[src/rtl/instr_fetch.sv]
// Instruction fetch unit: reads IRAM, pairs opcodes with inline operands, issues over valid/ready.
// Optional issue counter output enabled by defining FETCH_ISSUE_CNT_EN.
module instr_fetch #(
    parameter int                 ADDR_W   = 16,
    parameter int                 DATA_W   = 16,
    parameter logic [ADDR_W-1:0]  RESET_PC = {ADDR_W{1'b0}}
) (
    input  logic              clk,
    input  logic              rst,
    output logic [ADDR_W-1:0] iram_addr,
    input  logic [DATA_W-1:0] iram_data,
    output logic              instr_valid,
    input  logic              instr_ready,
    output logic [DATA_W-1:0] instr_opcode,
    output logic [DATA_W-1:0] instr_operand,
    output logic [ADDR_W-1:0] instr_pc,
    input  logic              redirect,
    input  logic [ADDR_W-1:0] redirect_pc,
`ifdef FETCH_ISSUE_CNT_EN
    output logic [15:0]       issue_count,
`endif
    output logic              halted
);

    typedef enum logic [2:0] {
        ST_FETCH_OP  = 3'd0,
        ST_LATCH_OP  = 3'd1,
        ST_FETCH_ARG = 3'd2,
        ST_LATCH_ARG = 3'd3,
        ST_ISSUE     = 3'd4,
        ST_HALT      = 3'd5
    } state_t;

    localparam logic [DATA_W-1:0] OP_LDAC  = DATA_W'(32'd7);
    localparam logic [DATA_W-1:0] OP_STAC  = DATA_W'(32'd11);
    localparam logic [DATA_W-1:0] OP_JUMP  = DATA_W'(32'd33);
    localparam logic [DATA_W-1:0] OP_JPNZ  = DATA_W'(32'd35);
    localparam logic [DATA_W-1:0] OP_ENDOP = DATA_W'(32'd40);
    localparam logic [ADDR_W-1:0] PC_ONE   = {{(ADDR_W-1){1'b0}}, 1'b1};

    state_t            r_state;
    state_t            w_state_nxt;
    logic [ADDR_W-1:0] r_pc;
    logic [DATA_W-1:0] r_opcode;
    logic [DATA_W-1:0] r_operand;
    logic [ADDR_W-1:0] r_instr_pc;
    logic              r_valid;
    logic              r_halted;
    logic              w_fire;

    function automatic logic f_has_operand(input logic [DATA_W-1:0] op);
        logic res;
        case (op)
            OP_LDAC, OP_STAC, OP_JUMP, OP_JPNZ: res = 1'b1;
            default:                            res = 1'b0;
        endcase
        return res;
    endfunction

    assign w_fire        = r_valid && instr_ready;
    assign iram_addr     = r_pc;
    assign instr_valid   = r_valid;
    assign instr_opcode  = r_opcode;
    assign instr_operand = r_operand;
    assign instr_pc      = r_instr_pc;
    assign halted        = r_halted;

    // State register
    always_ff @(posedge clk or posedge rst) begin
        if (rst) begin
            r_state <= ST_FETCH_OP;
        end else begin
            r_state <= w_state_nxt;
        end
    end

    // Next-state logic; redirect overrides every state
    always_comb begin
        w_state_nxt = r_state;
        if (redirect) begin
            w_state_nxt = ST_FETCH_OP;
        end else begin
            case (r_state)
                ST_FETCH_OP:  w_state_nxt = ST_LATCH_OP;
                ST_LATCH_OP:  w_state_nxt = f_has_operand(iram_data) ? ST_FETCH_ARG : ST_ISSUE;
                ST_FETCH_ARG: w_state_nxt = ST_LATCH_ARG;
                ST_LATCH_ARG: w_state_nxt = ST_ISSUE;
                ST_ISSUE: begin
                    if (instr_ready) begin
                        w_state_nxt = (r_opcode == OP_ENDOP) ? ST_HALT : ST_FETCH_OP;
                    end else begin
                        w_state_nxt = ST_ISSUE;
                    end
                end
                ST_HALT:      w_state_nxt = ST_HALT;
                default:      w_state_nxt = ST_FETCH_OP;
            endcase
        end
    end

    // PC, instruction capture and registered handshake/status outputs
    always_ff @(posedge clk or posedge rst) begin
        if (rst) begin
            r_pc       <= RESET_PC;
            r_opcode   <= {DATA_W{1'b0}};
            r_operand  <= {DATA_W{1'b0}};
            r_instr_pc <= {ADDR_W{1'b0}};
            r_valid    <= 1'b0;
            r_halted   <= 1'b0;
        end else begin
            r_valid  <= (w_state_nxt == ST_ISSUE);
            r_halted <= (w_state_nxt == ST_HALT);
            if (redirect) begin
                r_pc <= redirect_pc;
            end else if (r_state == ST_LATCH_OP) begin
                r_opcode   <= iram_data;
                r_operand  <= {DATA_W{1'b0}};
                r_instr_pc <= r_pc;
                r_pc       <= r_pc + PC_ONE;
            end else if (r_state == ST_LATCH_ARG) begin
                r_operand <= iram_data;
                r_pc      <= r_pc + PC_ONE;
            end else begin
                r_pc <= r_pc;
            end
        end
    end

`ifdef FETCH_ISSUE_CNT_EN
    logic [15:0] r_issue_count;

    // Accepted-instruction counter; a redirect does not clear it
    always_ff @(posedge clk or posedge rst) begin
        if (rst) begin
            r_issue_count <= 16'd0;
        end else if (w_fire) begin
            r_issue_count <= r_issue_count + 16'd1;
        end else begin
            r_issue_count <= r_issue_count;
        end
    end

    assign issue_count = r_issue_count;
`else
    logic w_unused_fire;
    assign w_unused_fire = w_fire;
`endif

endmodule

[config.mk]
export PLATFORM = sky130hd
export DESIGN_NAME = instr_fetch
export DESIGN_NICKNAME = d
export VERILOG_FILES = /design/src/rtl/instr_fetch.sv
export SDC_FILE = /design/constraint.sdc
export NUM_CORES = 1
export LEC_CHECK = 0
export ABC_AREA = 1
export CAP_MARGIN = 20
export CORE_UTILIZATION = 50
export DETAILED_ROUTE_END_ITERATION = 10
export PLACE_DENSITY = 0.95
export SLEW_MARGIN = 0
export SYNTH_ARGS = -nofsm -noshare
export SYNTH_HDL_FRONTEND = slang
export SYNTH_SLANG_ARGS = --single-unit
[constraint.sdc]
create_clock -name clk -period 4.1 [get_ports clk]
set_input_delay 1.23 -clock clk [delete_from_list [all_inputs] [get_ports clk]]
set_output_delay 1.23 -clock clk [all_outputs]
set_load 0.05 [all_outputs]
==> results of run 1 <==
power groups by stage:
stage | clock (uW) | sequential [uW] | combinational [uW]
2_1_floorplan | 0 | 1430 | 252
3_3_place_gp | 0 | 948 | 1100
3_5_place_dp | 0 | 951 | 1130
4_1_cts | 596 | 941 | 1140
5_1_grt | 629 | 961 | 1190
6_report | 595 | 943 | 1130
cell families after synthesis:
family                   count (synthesis)
multiplexers                             1
AND/OR/NAND/NOR                        175
buffers and inverters                   66
XOR/XNOR                                 4
adder cells (fa/ha/maj)                  1
flip-flops                              69
AO/OA/AOI/OAI                           75
final cells by class:
cell class,instances,share of cell area
multi-input cells,256,0.277
flip-flops and latches,69,0.383
well taps,77,0.0213
clock buffers,11,0.0291
repair buffers,104,0.229
inverters,53,0.0446
clock inverters,5,0.0166
synth_stat cells, drive strengths merged:
cell type  count  area share
nand3         18       0.029
o211ai         2      0.0046
dfrtp         69        0.53
buf            9       0.022
o221ai         2      0.0054
nand4          4      0.0077
mux2           1      0.0046
nor2          32       0.039
o31ai         14       0.032
nand2        114        0.14
o21ai         48       0.074
xor2           4       0.011
ha             1      0.0038
nor3           7       0.016
clkbuf         4      0.0046
inv           53       0.062
a21oi          6       0.010
o21bai         2      0.0057
a31oi          1      0.0019
sequential cells by signal, summed over array words and instances, names as in the netlist:
signal         flops
halted             1
instr_opcode      16
instr_operand     16
instr_pc          16
instr_valid        1
iram_addr         16
r_state            3
path summary, 6_finish.rpt:
kind                            slack, ns  depth (start not counted)          endpoint
worst min-delay path                 0.48                          2  instr_operand[3]
worst max register to register       2.21                          5       instr_pc[1]
worst max-delay path                 1.23                          1     iram_addr[11]
worst min register to register       0.48                          2  instr_operand[3]
min in group asynchronous            1.22                          2  instr_opcode[10]
max in group asynchronous            2.15                          3   instr_opcode[3]
cells in the final DEF (no fill, tap or decap), types with 4 or more instances in the layout:
cell type / netlist / layout
nand2_1: 109 / 109
clkdlybuf4s50_1: 0 / 101
dfrtp_1: 69 / 69
inv_1: 48 / 47
o21ai_1: 33 / 33
nor2_1: 31 / 31
nand3_1: 17 / 17
o21ai_0: 15 / 15
o31ai_1: 14 / 14
clkbuf_8: 0 / 9
inv_2: 4 / 5
nor3_1: 5 / 5
a21oi_1: 5 / 5
nand4_1: 4 / 4
xor2_1: 4 / 4
per-stage QoR:
step,setup slack [ns],hold slack [ns],area (um^2),util,power (uW)
CTS,1.22,0.484,4510,0.715,2670
global placement,0.988,0.468,4310,0.682,2050
floorplan,1.13,0.573,3260,-,1680
detailed placement,0.954,0.468,4310,0.682,2080
finish,1.23,0.483,4510,0.715,2670
global route,1.17,0.513,4510,0.715,2790
layer usage:
layer	track usage	vias to the layer above
li1	-	1466
met1	0.344	1479
met2	0.452	179
met3	0.0457	29
met4	0.138	0
met5	0	-
==> reports/metrics.yaml, run 1 <==
cts_root_buf: "clkbuf_8"
muxShareOfSynthArea: 0.00460
cts.htree.levels: 3
seq_area_frac_synth: 0.529
clk_latency_ns: 0.35
initial_core_util: 0.517
worstSetupPathType: "reg -> out"
switching_share: 0.428
cts_tree: "built"
worst_pin_slew_ns: 0.630
cts_hold_buf: 0
vias: 3153
drt_iter0_drc: 319
first_global_vias: 3038
endpoint_kind: "output port"
rows: 29
synth-compound-area-share: 0.134
p_int_uw: 1530
synthXorXnorAreaFrac: 0.0107
p_comb_frac: 0.424
io_buffers: 101
multi_input_area_um2: 1250
die_height_um: 82.8
cts.sinks: 69
p_leak_uw: 0.00212
place_inst: 559
postRouteAntennaNets: 0
vdd_drop_max_mv: 0.350
fin_crit_ns: 2.87
clkPwrFrac: 0.223
drive_gt1_frac: 0.0703
postCtsSetupRepairBufs: 0
postSynthCellCount: 391
ios: 102
grt_pass1_wl_um: 14800
power_frac_seq: 0.353
dr_wl_met3_um: 601
cp.required_ns: 2.87
drt-pass1-iter-count: 6
routed_wirelength_um: 8810
slew_violations: 0
core_um2: 6310
clock_skew_ns: 0.0110
layout.cells.non_filler: 575
clkTransAtPathRegs_ns: 0.07
relSlewSlack: 0.580
yosys.cell_types.count: 32
clock.fmax_mhz: 348
crit_family: "buffers and inverters"
syn_to_final_growth_pct: 38.3
hpwl_um: 6310
cts_buffers: 9
drcViolationCount: 0
startpoint: "iram_addr[11]"
start_kind: "flop"
gr-total-overflow: 0
slowest_delay_ns: 0.85
r2r_start: "r_state[2]"
wl_met1_um: 3570
fp.dieArea_um2: 6860
synth_top_family_by_area: "simple AND/OR/NAND/NOR gates"
hold_path_startpoint: "instr_operand[3]"
synthSimpleGateAreaFrac: 0.230
ys_seq_elements: 69
syn-num-nets: 428
setup_tns_ns: 0
path_cells: "clkdlybuf4s50_1"
fin_nets: 530
cellPowerDensity_nw_per_um2: 592
avgRoutedWirePerCell_um: 15.3
period_share: 0.701
synth_area_um2: 3260
ctsResizeCount: 0
grt_max_degree: 64
arrival_ns: 1.64
wl_met2_um: 4350
top_layer_used: "met4"
antenna_cells: 0
crit_fanout: 6
clockBufferDepth: 2
regArea_um2: 1730
cp_num_buf_inv: 1
finalSetupViolCount: 0
nFillCells: 482
cap_violations: 0
track_usage: 0.272
place_congestion: 0.871
antenna_found_initial: 0
hold_path.class: "reg -> reg"
rsz0062_at_grt: "no"
yosysWarnings: 0
die_w_um: 82.8
synthAdderAreaFrac: 0.00383
syn_area_per_cell_um2: 8.35
outcome: "complete, no violations"
hold_violations: 0
p_switching_uw: 1140
viasPerCell: 5.48
slowest_stage: "clkdlybuf4s50_1"
Note: power is estimated with default switching activity, not from simulation.
==> run 2, diff against run 1 <==
Settings changed: CORE_UTILIZATION 50 to 42, PLACE_DENSITY 0.95 to 0.88.
Clock period 4.1 ns to 2.47 ns, I/O delays scaled along.
==> run 2 against run 1 <==
Against the previous run: die area is 19% higher; total power is 60% higher; non-clock buffer count is 1 higher; register-to-register slack worse by 1.3 ns; flip-flop and latch count stayed put; first-iteration DRC count is 41% lower; highest routed layer unchanged; final cell count is 4.0% higher; core utilization is 9.8 points lower; worst setup slack worse by 1.1 ns.
==> reports/metrics.yaml, run 2 (synthesis gave the netlist of run 1 again) <==
io_buffers: 101  # unchanged
outcome: "complete, no violations"  # unchanged
layout_common_cells: "109 x nand2_1, 101 x clkdlybuf4s50_1, 69 x dfrtp_1, 47 x inv_1, 33 x o21ai_1"  # unchanged
drive_gt1_frac: 0.0762  # was 0.0703
relSlewSlack: 0.581  # was 0.580
nFillCells: 639  # was 482
cts.htree.levels: 3  # unchanged
hold_violations: 0  # unchanged
gr-total-overflow: 0  # unchanged
regArea_um2: 1730  # unchanged
track_usage: 0.227  # was 0.272
arrival_ns: 1.64  # about the same
drcViolationCount: 0  # unchanged
avgRoutedWirePerCell_um: 14.5  # was 15.3 um
rsz0062_at_grt: "no"  # unchanged
finalSetupViolCount: 0  # unchanged
rows: 31  # was 29
drt-pass1-iter-count: 5  # was 6
hpwl_um: 6240  # was 6310 um
clk_latency_ns: 0.34  # was 0.35 ns
viasPerCell: 5.13  # was 5.48
clkTransAtPathRegs_ns: 0.07  # about the same
place_congestion: 0.873  # was 0.871
postCtsSetupRepairBufs: 0  # unchanged
clock_skew_ns: 0.00926  # was 0.0110 ns
cts.sinks: 69  # unchanged
fin_crit_ns: 2.38
fin_nets: 531  # was 530
finalPower_uw: 4270  # was 2670 uW
ios: 102  # unchanged
die_height_um: 90.2  # was 82.8 um
crit_fanout: 6  # unchanged
grt_pass1_wl_um: 14500  # was 14,800 um
slew_violations: 0  # unchanged
endpoint_kind: "output port"  # unchanged
crit_family: "buffers and inverters"  # unchanged
cts_root_buf: "clkbuf_8"  # unchanged
multi_input_area_um2: 1250  # unchanged
worstSetupPathType: "reg -> out"  # unchanged
cp.required_ns: 1.73  # was 2.87 ns
first_global_vias: 3043  # was 3,038
cellPowerDensity_nw_per_um2: 939  # was 592 nW/um^2
clock.fmax_mhz: 420
grt_max_degree: 70  # was 64
worst_pin_slew_ns: 0.628  # was 0.630 ns
final_common_cell: "nand2_1"  # unchanged
cts_buffers: 9  # unchanged
initial_core_util: 0.443  # was 0.517
cap_violations: 0  # unchanged
cts_tree: "built"  # unchanged
clockBufferDepth: 2  # unchanged
start_kind: "flop"  # unchanged
slowest_delay_ns: 0.85  # about the same
vias: 3068  # was 3,153
routed_wirelength_um: 8690  # was 8810 um
fp.dieArea_um2: 8130  # was 6860 um^2
antenna_found_initial: 0  # unchanged
drt_iter0_drc: 187  # was 319
slowest_stage: "clkdlybuf4s50_1"  # unchanged
core_um2: 7370  # was 6310 um^2
period_share: 0.963
antenna_cells: 0  # unchanged
die_w_um: 90.2  # was 82.8 um
cp_num_buf_inv: 1  # unchanged
cts_hold_buf: 0  # unchanged
postRouteAntennaNets: 0  # unchanged
vdd_drop_max_mv: 0.561  # was 0.350 mV
setup_tns_ns: 0  # unchanged
ctsResizeCount: 0  # unchanged
path_cells: "clkdlybuf4s50_1"  # unchanged
p_leak_uw: 0.00211  # was 0.00212 uW
hold_path.class: "reg -> reg"  # unchanged
syn_to_final_growth_pct: 39.2  # was 38.3%
==> run 2: cell types whose count changed in the layout (fill, tap and decap cells not counted) <==
cell and delta:
bufinv_16 -2, inv_2 -1, inv_6 +1, buf_12 +2, clkinv_2 -1, clkinvlp_4 +3, buf_4 -1, clkbuf_1 -2
clkinv_4 +2
==> run 2: routing by layer <==
metal,vias up,global-route usage,share of wire
met2,137,0.380,0.49
met4,0,0.114,0.024
met1,1448,0.283,0.42
met3,19,0.0381,0.061
li1,1464,-,-
met5,-,0,0
==> run 2: final timing paths <==
| check | startpoint | to | slack (ns) | cells after the start |
|---|---|---|---|---|
| setup / recovery | iram_addr[11] | iram_addr[11] | 0.09 | 1 |
| hold / removal | instr_operand[12] | instr_operand[12] | 0.48 | 2 |
| setup reg to reg | iram_addr[1] | iram_addr[12] | 0.87 | 8 |
| hold reg to reg | instr_operand[12] | instr_operand[12] | 0.48 | 2 |
| max in group asynchronous | rst | iram_addr[0] | 1.33 | 3 |
| min in group asynchronous | rst | instr_operand[14] | 0.83 | 3 |
==> run 2: final cells by class <==
type	instances	area share
tap	99	0.0273
clock inverter	7	0.0113
clock buffer	9	0.0273
timing repair buffer	105	0.235
multi-input combinational	256	0.275
inverter	53	0.0451
sequential	69	0.380
==> run 2: worst register-to-register path: cells and delay by family, from the launching register on <==
kind | cells | cell delay (ns)
AND/OR/NAND/NOR | 6 | 0.75
flip-flops | 1 | 0.45
buffers and inverters | 1 | 0.09
adder cells (fa/ha/maj) | 1 | 0.21
==> run 2: power breakdown <==
group          internal (uW)  switching, uW  total, uW
sequential              1370            211       1580
combinational            616           1270       1880
clock                    367            446        813
total                   2350           1920       4270
==> run 2: per-stage QoR <==
step / util / setup slack (ns) / hold WS [ns] / cells / cell area [um^2]
2_1_floorplan: - / 0.768 / 0.573 / 391 / 3270
3_3_place_gp: 0.593 / 0.264 / 0.463 / 582 / 4370
3_5_place_dp: 0.593 / 0.194 / 0.469 / 582 / 4370
4_1_cts: 0.617 / 0.0667 / 0.488 / 598 / 4550
5_1_grt: 0.617 / 0.0242 / 0.515 / 598 / 4550
6_report: 0.617 / 0.0913 / 0.484 / 598 / 4550
